`src/rtl/operand_mux_arb.sv`:
```
// rtl/operand_mux_arb.sv - N-channel operand selector with direct-select or round-robin grant
// Feeds one registered valid/ready output stage carrying the word and its source channel.
module operand_mux_arb #(
  parameter int WIDTH    = 8,
  parameter int CHANNELS = 4,
  parameter int SEL_W    = 2
) (
  input  logic                      clk,
  input  logic                      rst_n,
  input  logic [CHANNELS*WIDTH-1:0] in_data,
  input  logic [CHANNELS-1:0]       in_valid,
  output logic [CHANNELS-1:0]       in_ready,
  input  logic                      mode,
  input  logic [SEL_W-1:0]          sel,
  output logic [WIDTH-1:0]          out_data,
  output logic [SEL_W-1:0]          out_chan,
  output logic                      out_valid,
  input  logic                      out_ready
);

  logic [SEL_W-1:0] rr_ptr;
  logic [SEL_W-1:0] grant;
  logic             gvalid;
  logic             found;
  logic             load_en;
  logic             xfer;
  logic [WIDTH-1:0] sel_data;

  assign load_en = !out_valid || out_ready;

  // Round-robin search starts one past the last granted channel and wraps at CHANNELS.
  always_comb begin
    grant  = '0;
    gvalid = 1'b0;
    found  = 1'b0;
    if (!mode) begin
      for (int i = 0; i < CHANNELS; i++) begin
        if (int'(sel) == i) begin
          grant  = SEL_W'(i);
          gvalid = in_valid[i];
        end
      end
    end else begin
      for (int off = 1; off <= CHANNELS; off++) begin
        for (int i = 0; i < CHANNELS; i++) begin
          if (!found && in_valid[i] && (i == (int'(rr_ptr) + off) % CHANNELS)) begin
            found = 1'b1;
            grant = SEL_W'(i);
          end
        end
      end
      gvalid = found;
    end
  end

  always_comb begin
    in_ready = '0;
    sel_data = '0;
    for (int i = 0; i < CHANNELS; i++) begin
      in_ready[i] = rst_n && load_en && gvalid && (grant == SEL_W'(i));
      if (grant == SEL_W'(i)) sel_data = in_data[i*WIDTH +: WIDTH];
    end
  end

  assign xfer = |(in_valid & in_ready);

  always_ff @(posedge clk or negedge rst_n) begin
    if (!rst_n) begin
      out_valid <= 1'b0;
      out_data  <= '0;
      out_chan  <= '0;
      rr_ptr    <= SEL_W'(CHANNELS - 1);
    end else begin
      if (load_en) begin
        if (xfer) begin
          out_data  <= sel_data;
          out_chan  <= grant;
          out_valid <= 1'b1;
        end else begin
          out_valid <= 1'b0;
        end
      end
      if (xfer && mode) rr_ptr <= grant;
    end
  end

endmodule

```
`config.mk`:
```
export PLATFORM = sky130hd
export DESIGN_NAME = operand_mux_arb
export DESIGN_NICKNAME = d
export VERILOG_FILES = /design/src/rtl/operand_mux_arb.sv
export SDC_FILE = /design/constraint.sdc
export NUM_CORES = 1
export LEC_CHECK = 0
export BUFFER_PORTS_ARGS = -buffer_cell sky130_fd_sc_hd__buf_4
export CAP_MARGIN = 20
export CORE_ASPECT_RATIO = 0.75
export CORE_MARGIN = 2
export CORE_UTILIZATION = 47
export DETAILED_ROUTE_END_ITERATION = 7
export PLACE_DENSITY_LB_ADDON = 0.08
export SYNTH_ARGS = -nofsm -noshare
export SYNTH_HDL_FRONTEND = slang
export SYNTH_SLANG_ARGS = --single-unit
```
`constraint.sdc`:
```
create_clock -name clk -period 4.3 [get_ports clk]
set_clock_uncertainty 0.1 [all_clocks]
set_input_delay 0.645 -clock clk [delete_from_list [all_inputs] [get_ports clk]]
set_output_delay 0.645 -clock clk [all_outputs]
set_load 0.005 [all_outputs]
```
# ---- Yosys cells after proc, flatten, opt, wreduce, memory -nomap -nowiden
# Cells that the tools add are included.
dict set report classes {
  bitwise_logic 5
  add_sub_neg 4
  mux 60
  n_reduce_logical 67
  n_eq_ne 18
}
# operator n
set op_table {}
lappend op_table {{zero test 32 bit} 4}
lappend op_table {{two-way mux 1 bit} 39}
lappend op_table {{logical AND 1 bit} 38}
lappend op_table {{two-way mux 2 bit} 17}
lappend op_table {{two-way mux 8 bit} 4}
lappend op_table {{equality test 3 bit, first input constant} 8}
lappend op_table {{zero test 1 bit} 16}
lappend op_table {{equality test 2 x 3 -> 1 bit, first input constant} 4}
lappend op_table {{equality test 2 bit, second input constant} 4}
lappend op_table {{OR reduction 2 bit} 4}
lappend op_table {{adder 2 x 1 -> 2 bit, second input constant} 2}
lappend op_table {{adder 2 bit, second input constant} 2}
lappend op_table {{bitwise AND 1 bit, first input constant} 4}
lappend op_table {{bitwise AND 4 bit} 1}
lappend op_table {{equality test 2 x 1 -> 1 bit, second input constant} 2}
lappend op_table {{zero test 2 bit} 2}
lappend op_table {{OR reduction 4 bit} 1}
lappend op_table {{AND reduction 2 bit} 1}
lappend op_table {{logical OR 1 bit} 1}
dict set report totals {
  elab_cells 158
  in_bits 42
  reg_bits 13
}

# ---- Depth between registers and ports, before layout
# Gate-level depths: netlist of run 1.
dict set report logic_depth {
  depth_word 87
  depth_mapped 8
}

# ---- Worst setup path after synthesis of run 1
# OpenSTA, ideal clock, no wires.
dict set report synth_path {
  path_kind {input port to output port}
  from {input port in_valid[1]}
  to {output port in_ready[0]}
  required_time_ns 3.555
  path_stages 6
  arrival_time_ns 1.785
  slack_ns 1.770
  cell_sequence {or3b_1 > o221a_2 > buf_6 > a21bo_1 > buf_6 > nor3_1}
}
dict set report synth_between {
  elab_chain_cells 76
}
# item line_no
set synth_rtl {}
lappend synth_rtl {{from (decl)} 11} ;# input logic [CHANNELS-1:0] in_valid,
lappend synth_rtl {{logical AND 1 bit (2 in a row)} 46} ;# if (!found && in_valid[i] && (i == (int'(rr_ptr) + off) % CHANNELS)) begin
lappend synth_rtl {{two-way mux 1 bit} 46}
lappend synth_rtl {{two-way mux 1 bit} 36} ;# if (!mode) begin
lappend synth_rtl {{zero test 1 bit} 46}
lappend synth_rtl {{logical AND 1 bit (2 in a row)} 46}
lappend synth_rtl {{two-way mux 1 bit} 46}
lappend synth_rtl {{two-way mux 1 bit} 36}
lappend synth_rtl {{zero test 1 bit} 46}
lappend synth_rtl {{(+57 left out)} -}
lappend synth_rtl {{two-way mux 1 bit} 46}
lappend synth_rtl {{two-way mux 1 bit} 36}
lappend synth_rtl {{zero test 1 bit} 46}
lappend synth_rtl {{logical AND 1 bit (2 in a row)} 46}
lappend synth_rtl {{two-way mux 2 bit or two-way mux 1 bit (tied branches)} 46}
lappend synth_rtl {{two-way mux 2 bit or two-way mux 1 bit (tied branches)} 36}
lappend synth_rtl {{zero test 2 bit or logical AND 1 bit (tied branches)} 60} ;# in_ready[i] = rst_n && load_en && gvalid && (grant == SEL_W'(i));
lappend synth_rtl {{logical AND 1 bit (*)} 60}
lappend synth_rtl {{to (decl)} 12} ;# output logic [CHANNELS-1:0] in_ready,
# Mark *: on every way between the ends. The rest lies on a longest branch, timed or not. The select of a mux whose other input is x is not followed.

# ---- Final worst setup path of run 1
dict set report layout_path {
  from {input port mode}
  to {output port in_ready[2]}
}
dict set report layout_between {
  elab_chain_cells 3
}
# item line_no
set layout_rtl {}
lappend layout_rtl {{from (decl)} 13} ;# input logic mode,
lappend layout_rtl {{two-way mux 2 bit or two-way mux 1 bit (tied branches)} 36}
lappend layout_rtl {{equality test 2 bit or logical AND 1 bit (tied branches)} 60}
lappend layout_rtl {{logical AND 1 bit (*)} 60}
# Mark *: on every way between the ends. The rest lies on a longest branch, timed or not.

==> results_dict.tcl, run 1 <==
set metrics [dict create \
    grt_setup_unrepaired "no" \
    p_sw_mw 0.2108 \
    tritoncts "yes" \
    drtIter0Drc 24 \
    critPathLaunchType "input pin" \
    wl_met3_um 181 \
    ctsHoldBuffers 0 \
    fp.dieH_um 44.86 \
    grt_pass1_vias 1053 \
    design.core.area_mm2 0.002049 \
    initial_utilization 0.5104 \
    crit_type "in2out" \
    irDropWorstVdd_uv 281.3 \
    avgSynthCellArea_um2 8.504 \
    ios 57 \
    final_util 0.7186 \
    row_count 14 \
    yosys_warnings 0 \
    final_area_mm2 0.001473 \
    ys_seq_elements 13 \
    synth.area.top_cells "dfrtp_1 26%, nand2_1 11%, a211oi_2 9.6%, o221a_1 8.6%, o31ai_1 5.7%" \
    antenna_found_initial 0 \
    synth_seq_area_share 0.3134 \
    cts_buffer_depth 2 \
    crit_arrival_ns 2.47 \
    grt_pass1_wl_mm 4.595 \
    synth-edff-count 0 \
    die_w_um 58.48 \
    setup-tns-final_ns 0 \
    vias 1123 \
    min_path_type "in2async" \
    placed_area_mm2 0.001446 \
    synth_area_mm2 0.001046 \
    switching_share 0.3750 \
    postSynthCellCount 123 \
    setup_viol 0 \
    top_layer "met4" \
    wirelength_mm 2.751 \
    drive_above_1_share 0.4393 \
    post-route-period-util 0.7475 \
    yosysUniqueCellTypes 30 \
    crit_fanout 18 \
    detail_route.vias_per_cell 5.701 \
    numCtsBuffers 3 \
    die_area_mm2 0.002623 \
    diodes 0 \
    combPwrFrac 0.506 \
    cts_resized 0 \
    slew_viol_final 0 \
    synthToLayoutAreaGrowth_pct 40.79 \
    worstSkewPairLatency_ns 0.26 \
    clock-sinks 13 \
    detail-route-antenna-nets 0 \
    pwr-share-clk 0.135 \
    post-route-min-period_ns 3.214 \
    wl_met2_mm 1.329 \
    met1_length_mm 1.227 \
    internal_power_mw 0.3514 \
    power_frac_seq 0.360 \
    hold_violations 0 \
    drt-pass1-iter-count 4 \
    gp_congestion 0.7828 \
    avgRoutedWirePerCell_um 13.96 \
    synth_top_area_frac 0.2632 \
    async_flop_share 1.000 \
    cp-end-kind "primary output" \
    max-cap-violations 0 \
    postCtsSetupBuffers 0 \
    grt_usage 0.2264 \
    max_slew.worst_pin.slew_ns 0.8552 \
    p_leak_nw 0.7219 \
    synth_nets 165 \
    overflow 0 \
    status "finished, final reports clean" \
    h-tree-depth 1 \
    synth_flop_cell "dfrtp_1" \
    p_per_area_mw_per_mm2 381.8 \
    fmax_mhz 311.1 \
    cts.clk_slew.worst_paths_ns 0.09 \
    slew-limit-headroom 0.4286 \
    cts.root.buffer_cell "clkbuf_4" \
    nets 216 \
    grt_max_degree 20 \
    synth_top_cell_by_area "dfrtp_1" \
    critPathRequiredTime_ns 3.56 \
    portBuffers 56 \
    dp_hpwl_mm 2.157 \
    drc 0 \
]
## cell families (layout without fill, tap and decap cells)
kind of cell	after synthesis	after routing	share of synthesized area
buf+inv	20	70	0.09330
flops	13	13	0.3134
compound gates	42	42	0.3625
simple gates	45	45	0.1878
mux	3	3	0.04306
## synthesized netlist by cell type (2+ instances only)
cell type / count
nand2_1: 31
inv_1: 9
a211oi_2: 8
mux2_2: 2
nor2_1: 3
a21oi_1: 8
nor2b_1: 2
nor3_1: 2
buf_2: 6
dfrtp_1: 11
o21ai_1: 2
dfstp_2: 2
nand2b_1: 3
o31ai_1: 8
buf_6: 2
o221a_1: 8
clkbuf_1: 3
## per-layer routing
layer / global-route usage / up-vias
li1: - / 550
met1: 0.3020 / 530
met2: 0.4000 / 41
met3: 0.02006 / 2
met4: 0.05581 / 0
met5: 0 / -
## path summary, 6_finish.rpt
kind,from,end,slack (ns),depth (start not counted)
worst min register to register,out_chan[0],out_chan[0],0.38,2
max in group asynchronous,rst_n,rr_ptr[0],3.73,1
worst max-delay path,mode,in_ready[2],1.09,5
min in group clk,out_chan[0],out_chan[0],0.38,2
worst max register to register,rr_ptr[1],out_data[7],1.98,5
worst min-delay path,rst_n,out_data[3],0.11,1
## critical path: stages
cell and delay, ns:
buf_4 0.19, nand2b_1 0.52, a21boi_1 0.78, nor3_1 0.15, buf_4 0.18
## layout by cell type, fill, tap and decap left out
cell type,synthesis,layout
nor2_1,3,3
mux2_2,2,2
o21ai_0,1,1
and2_0,1,1
a32oi_1,1,1
or3b_1,1,1
dfstp_2,2,2
mux4_2,1,1
o21ai_1,2,2
nor2b_1,2,2
nor4_1,1,1
dfrtp_1,11,11
nand2_1,31,31
o221a_1,8,8
a31oi_4,1,1
clkbuf_4,0,3
nand2b_1,3,3
a21boi_1,1,1
o31ai_1,8,8
inv_1,9,9
a21oi_1,8,8
clkbuf_1,3,1
a211oi_2,8,8
buf_4,0,57
nor3_1,2,2
o22ai_1,1,1
o2111ai_2,0,1
a21bo_1,1,1
nand4_1,1,1
o221a_2,1,1
## power groups by stage
| stage | clock network, mW | logic [mW] | registers (mW) |
|---|---|---|---|
| after detailed placement | 0 | 0.285 | 0.204 |
| after CTS | 0.0768 | 0.285 | 0.202 |
| after global routing | 0.0843 | 0.313 | 0.210 |
| after global placement | 0 | 0.277 | 0.201 |
| after floorplan | 0 | 0.180 | 0.200 |
| final | 0.0757 | 0.284 | 0.202 |
## registers in the layout, indices dropped and copies added (netlist names)
signal / count
out_data: 8
out_valid: 1
out_chan: 2
rr_ptr: 2
## metrics by stage
step                      hold slack, ns  setup slack [ns]  power (mW)  std cells
after CTS                         0.1163             1.123      0.5636        197
final                             0.1123             1.086      0.5622        197
after global routing              0.1129            0.9416      0.6074        197
after global placement            0.3623             1.154      0.4779        193
after detailed placement          0.3653             1.126      0.4883        193
after floorplan                   0.2494             1.770      0.3802        123
## cell type report
cell class / count / area [µm²]
multi-input combinational: 90 / 626.9
fill: 157 / 576.8
timing repair buffer: 57 / 427.9
sequential: 13 / 327.8
inverter: 9 / 33.78
tap: 24 / 30.03
clock buffer: 4 / 26.28
Note: power is estimated with default switching activity, not from simulation.
==> run 2: changes to the inputs <==
Settings changed: CORE_UTILIZATION 47 to 40.
Clock period 4.3 ns to 2.8 ns, I/O delays scaled along.
==> run 2 against run 1 <==
Compared with the run above:
- register-to-register slack lost 1.3 ns
- critical path depth is the same
- first-iteration DRC count grew to 2.6 times the previous value
- combinational power rose by 57%
- global-route usage decreased by 2.5 points
- wire length increased by 6.5%
- clock power rose by 68%
- design area is 3.2% higher
- die area increased by 16%
- sequential share of layout area fell by 0.70 points
- critical path type is now reg2out
- critical endpoint is now in_ready[0]
- highest routed layer unchanged
==> results_dict.tcl, run 2 (synthesized netlist as in run 1, its figures left out) <==
set metrics [dict create \
    status "finished, final reports clean" \
    antenna_found_initial 0 \
    fmax_mhz 382.8 \
    top_register "out_data" \
    synthToLayoutAreaGrowth_pct 45.34 \
    setup-tns-final_ns 0 \
    crit_arrival_ns 2.09 \
    dp_hpwl_mm 2.233 \
    die_w_um 63.05 \
    slew_viol_final 0 \
    cp-end-kind "primary output" \
    diodes 0 \
    internal_power_mw 0.5496 \
    layout_common_cells "60 x buf_4, 31 x nand2_1, 11 x dfrtp_1, 9 x inv_1" \
    max-cap-violations 0 \
    grt_max_degree 23 \
    portBuffers 56 \
    h-tree-depth 1 \
    p_sw_mw 0.3345 \
    drtIter0Drc 62 \
    slew-limit-headroom 0.6781 \
    die_area_mm2 0.003044 \
    switching_share 0.3783 \
    initial_utilization 0.4114 \
    grt_usage 0.2017 \
    final_common_cell "buf_4" \
    avgRoutedWirePerCell_um 13.75 \
    vias 1127 \
    fp.dieH_um 48.29 \
    max_slew.worst_pin.slew_ns 0.4825 \
    holdWs_ns 0.3877 \
    cts_resized 0 \
    tritoncts "yes" \
    setup_viol 0 \
    grt_setup_unrepaired "no" \
    n_fill_cell 228 \
    drt-pass1-iter-count 4 \
    reg2reg_depth 6 \
    row_count 16 \
    cp_slowest_cell "dfstp_2" \
    design.core.area_mm2 0.002542 \
    post-route-min-period_ns 2.612 \
    clock-sinks 13 \
    hold_violations 0 \
    cts.root.buffer_cell "clkbuf_4" \
    critPathRequiredTime_ns 2.28 \
    whs_path_depth 3 \
    largest_reg_flops 8 \
    crit_chain "o21ai_0, o221a_2, a21bo_1, nor3_1, buf_4" \
    detail-route-antenna-nets 0 \
    ios 57 \
    top_regs "out_data (8), out_chan (2), rr_ptr (2)" \
    grt_pass1_wl_mm 4.692 \
    irDropWorstVdd_uv 308.6 \
    grt_pass1_vias 1033 \
    drive_above_1_share 0.4463 \
    critPathLaunchType "flop" \
    cts_buffer_depth 2 \
    detail_route.vias_per_cell 5.291 \
    post-route-period-util 0.9329 \
    gp_congestion 0.8944 \
    cts.clk_slew.worst_paths_ns 0.09 \
    drc 0 \
    crit_type "reg2out" \
    nets 220 \
    worstSkewPairLatency_ns 0.28 \
    wirelength_mm 2.929 \
    cp_slowest_stage_delay_ns 0.58 \
    crit_fanout 12 \
    power_frac_seq 0.352 \
    p_leak_nw 0.7400 \
    p_per_area_mw_per_mm2 581.6 \
    pwr-share-clk 0.143 \
    overflow 0 \
    min_path_type "in2reg" \
    numCtsBuffers 3 \
    combPwrFrac 0.505 \
]
-- run 2: stage by stage --
stage	power [mW]	cell area, µm²	cells	utilization	setup WS [ns]
5_1_grt	0.9475	1520	213	0.5979	0.04978
3_5_place_dp	0.7587	1484	208	0.5837	0.4215
3_3_place_gp	0.7510	1484	208	0.5837	0.4429
4_1_cts	0.8884	1520	213	0.5979	0.1852
2_1_floorplan	0.5839	1046	123	-	0.7196
6_report	0.8841	1520	213	0.5979	0.1878
-- run 2: area by class of cell --
cell class,count,area (µm²),share of cell area
Clock buffer,4,26.28,0.01728
Multi-Input combinational cell,90,626.9,0.4123
Tap cell,36,45.04,0.02963
Timing Repair Buffer,61,460.4,0.3029
Inverter,9,33.78,0.02222
Sequential cell,13,327.8,0.2156
-- run 2: final timing paths --
check	start	to	slack, ns
worst max-delay path	rr_ptr[1]	in_ready[0]	0.19
worst min-delay path	out_ready	out_valid	0.39
worst max register to register	rr_ptr[1]	out_data[6]	0.72
worst min register to register	out_data[1]	out_data[1]	0.39
max in group asynchronous	rst_n	rr_ptr[1]	1.92
min in group asynchronous	rst_n	out_data[3]	0.42
-- run 2: worst max-delay path, delay by kind of cell (launching register included) --
family / cells / cell delay (ns)
buffers and inverters: 1 / 0.15
and+or+nand+nor: 1 / 0.27
AOI/OAI and AO/OA: 3 / 0.80
DFF: 1 / 0.58
-- run 2: repair_timing --
item	in CTS	in global routing
hold endpoints to repair	11	0
buffers inserted	0	0
hold buffers	1	0
-- run 2: layer usage --
metal,vias up,part of all wire,track usage
met5,-,0,0
met4,0,0.011,0.06667
met3,4,0.077,0.04619
met2,49,0.43,0.3234
met1,522,0.48,0.2772
li1,552,-,-
-- run 2: power by group through the flow --
stage | Combinational [mW] | Clock [mW] | Sequential [mW]
finish | 0.446 | 0.127 | 0.311
global route | 0.491 | 0.138 | 0.319
CTS | 0.448 | 0.131 | 0.310
detailed placement | 0.447 | 0 | 0.312
global placement | 0.442 | 0 | 0.309
floorplan | 0.276 | 0 | 0.308
==> run 3: changes to the inputs <==
Settings changed: ABC_AREA set to 1, CORE_UTILIZATION 40 to 42.
==> run 3 against run 2 <==
Compared with the run above:
- the flow now finishes with violations (setup timing)
- clock power rose by 38%
- largest power group unchanged
- sequential share of layout area is 5.5 points lower
- combinational power is 120% higher
- count of clock-buffer cells in the layout did not move
- design area is 34% higher
- utilization increased by 16 points
- register-to-register slack lost 0.65 ns
- non-clock buffer count increased by 18
- critical path depth increased by 8
- synthesized area up 17%
- highest routed layer unchanged
==> results_dict.tcl, run 3 <==
set metrics [dict create \
    status "finished with violations" \
    violations "setup timing" \
    postSynthCellCount 185 \
    drive_above_1_share 0.4771 \
    slew-limit-headroom 0.7277 \
    pwr-share-clk 0.117 \
    synth_nets 227 \
    switching_share 0.4387 \
    critPathLaunchType "flop" \
    p_sw_mw 0.6544 \
    synthToLayoutAreaGrowth_pct 67.25 \
    min_path_type "in2reg" \
    antenna_found_initial 0 \
    synth_area_mm2 0.001219 \
    synth_simple_gate_area_frac 0.5195 \
    placed_area_mm2 0.001704 \
    tritoncts "yes" \
    timing.final.ws_setup_ns -0.1680 \
    synth_top_area_frac 0.2259 \
    synthAdderAreaFrac 0 \
    post-route-period-util 1.060 \
    cts_buffer_depth 2 \
    yosysMostFrequentCell "nand2_1" \
    irDropWorstVdd_uv 383.5 \
    detail-route-antenna-nets 0 \
    power_frac_seq 0.213 \
    largest_reg_flops 8 \
    design.core.area_mm2 0.002683 \
    gp_congestion 0.9356 \
    final_area_mm2 0.002038 \
    synth_xor_area_frac 0 \
    detail_route.vias_per_cell 5.258 \
    portBuffers 56 \
    cts.clk_slew.worst_paths_ns 0.06 \
    h-tree-depth 1 \
    fmax_mhz 336.9 \
    wirelength_mm 4.203 \
    crit_fanout 5 \
    synth.area.top_cells "dfrtp_1 23%, nand3_1 17%, nand2_1 14%, inv_1 7.1%, o21ai_0 4.9%" \
    grt_pass1_wl_mm 6.520 \
    grt_max_degree 15 \
    p_per_area_mw_per_mm2 731.9 \
    grt_pass1_vias 1451 \
    internal_power_mw 0.8373 \
    synthMuxAreaShare 0 \
    die_w_um 66.20 \
    combPwrFrac 0.670 \
    synth_top_cell_by_area "dfrtp_1" \
    slew_viol_final 0 \
    max_slew.worst_pin.slew_ns 0.4070 \
    crit_type "reg2out" \
    synth-edff-count 0 \
    max-cap-violations 0 \
    top_layer "met4" \
    holdWs_ns 0.2500 \
    grt_usage 0.2573 \
    fp.dieH_um 50.65 \
    yosys_warnings 0 \
    drc 0 \
    cp-end-kind "primary output" \
    wl_met2_mm 2.017 \
    yosysUniqueCellTypes 27 \
    setup-tns-final_ns -0.5236 \
    final_common_cell "buf_4" \
    overflow 0 \
    ios 57 \
    top_register "out_data" \
    diodes 0 \
    top_regs "out_data (8), out_chan (2), rr_ptr (2)" \
    synth_flop_cell "dfrtp_1" \
    drtIter0Drc 121 \
    setup_viol 4 \
    dp_hpwl_mm 2.937 \
    wl_met3_um 367 \
    die_area_mm2 0.003353 \
    synth_seq_area_share 0.2690 \
    worstSkewPairLatency_ns 0.25 \
    nets 305 \
    grt_setup_unrepaired "yes" \
    cts.root.buffer_cell "clkbuf_8" \
    p_leak_nw 1.039 \
    crit_arrival_ns 2.45 \
    post-route-min-period_ns 2.968 \
    row_count 16 \
    met1_length_mm 1.768 \
    avgSynthCellArea_um2 6.587 \
    avgRoutedWirePerCell_um 14.10 \
    hold_violations 0 \
    layout_common_cells "72 x buf_4, 38 x nand2_1, 36 x nand3_1, 21 x inv_1, 13 x nor2_1" \
    drt-pass1-iter-count 4 \
    clock-sinks 13 \
    numCtsBuffers 3 \
    ys_seq_elements 13 \
    async_flop_share 1.000 \
    yosys-top-cells-count "46 x nand2_1, 41 x nand3_1, 23 x inv_1, 15 x nor2_1, 12 x o21ai_0" \
    vias 1567 \
    initial_utilization 0.4543 \
    final_util 0.7598 \
    critPathRequiredTime_ns 2.28 \
    synth_compound_area_frac 0.1016 \
    synth_top_family_by_area "simple AND/OR/NAND/NOR gates" \
]
-- run 3: through the flow --
step	power (mW)	cells	worst slack [ns]
after floorplan	0.7714	185	0.2104
after global placement	1.012	279	-0.01494
after detailed placement	1.034	279	-0.06864
after CTS	1.366	296	-0.1716
after global routing	1.595	298	-0.2432
final	1.492	298	-0.1680
-- run 3: final cells by class --
cell class | count | area, µm²
Inverter | 25 | 93.84
Timing Repair Buffer | 79 | 621.8
Fill cell | 222 | 644.4
Multi-Input combinational cell | 141 | 904.6
Tap cell | 36 | 45.04
Clock buffer | 4 | 45.04
Sequential cell | 13 | 327.8
-- run 3: logic make-up (layout without fill, tap and decap cells) --
kind of cell,Yosys count,count (layout)
AO/OA/AOI/OAI,18,18
flip-flops,13,13
AND/OR/NAND/NOR,123,123
buffers and inverters,31,108
-- run 3: final timing paths --
kind	depth (start not counted)	endpoint	slack, ns	from
max	13	in_ready[3]	-0.17	rr_ptr[1]
min	2	out_valid	0.25	out_ready
max reg2reg	18	out_data[6]	0.07	rr_ptr[1]
min reg2reg	2	out_data[6]	0.38	out_data[6]
max in group asynchronous	2	rr_ptr[0]	1.91	rst_n
min in group asynchronous	2	out_data[7]	0.45	rst_n
-- run 3: worst max-delay path, stage by stage (launching register included) --
cell	delay [ns]
dfstp_2	0.59
nor2_4	0.06
nand2_2	0.08
nand2_2	0.07
nor2_4	0.12
nand4_4	0.09
nor2_2	0.11
nand4_2	0.13
nor2_4	0.15
nand4_4	0.13
nor2_8	0.18
o21bai_4	0.11
nor3_2	0.22
buf_4	0.15
-- run 3: power by group through the flow --
| stage | clock network, mW | registers [mW] | logic, mW |
|---|---|---|---|
| 4_1_cts | 0.174 | 0.318 | 0.875 |
| 3_5_place_dp | 0 | 0.319 | 0.715 |
| 5_1_grt | 0.187 | 0.329 | 1.08 |
| 6_report | 0.175 | 0.318 | 0.999 |
| 3_3_place_gp | 0 | 0.315 | 0.697 |
| 2_1_floorplan | 0 | 0.319 | 0.452 |
-- run 3: routing by layer --
metal,global-route usage,up-vias
met4,0.08163,0
met2,0.4167,81
met1,0.3416,710
met3,0.05381,7
li1,-,769
met5,0,-
-- run 3: timing repair --
item,4_1_cts,5_1_grt
endpoints found under the hold margin,11,0
gates cloned,0,0
pin swaps,10,21
buffers inserted,12,2
endpoints found under the setup margin,10,12
hold buffers,1,0
gates resized for setup,21,26
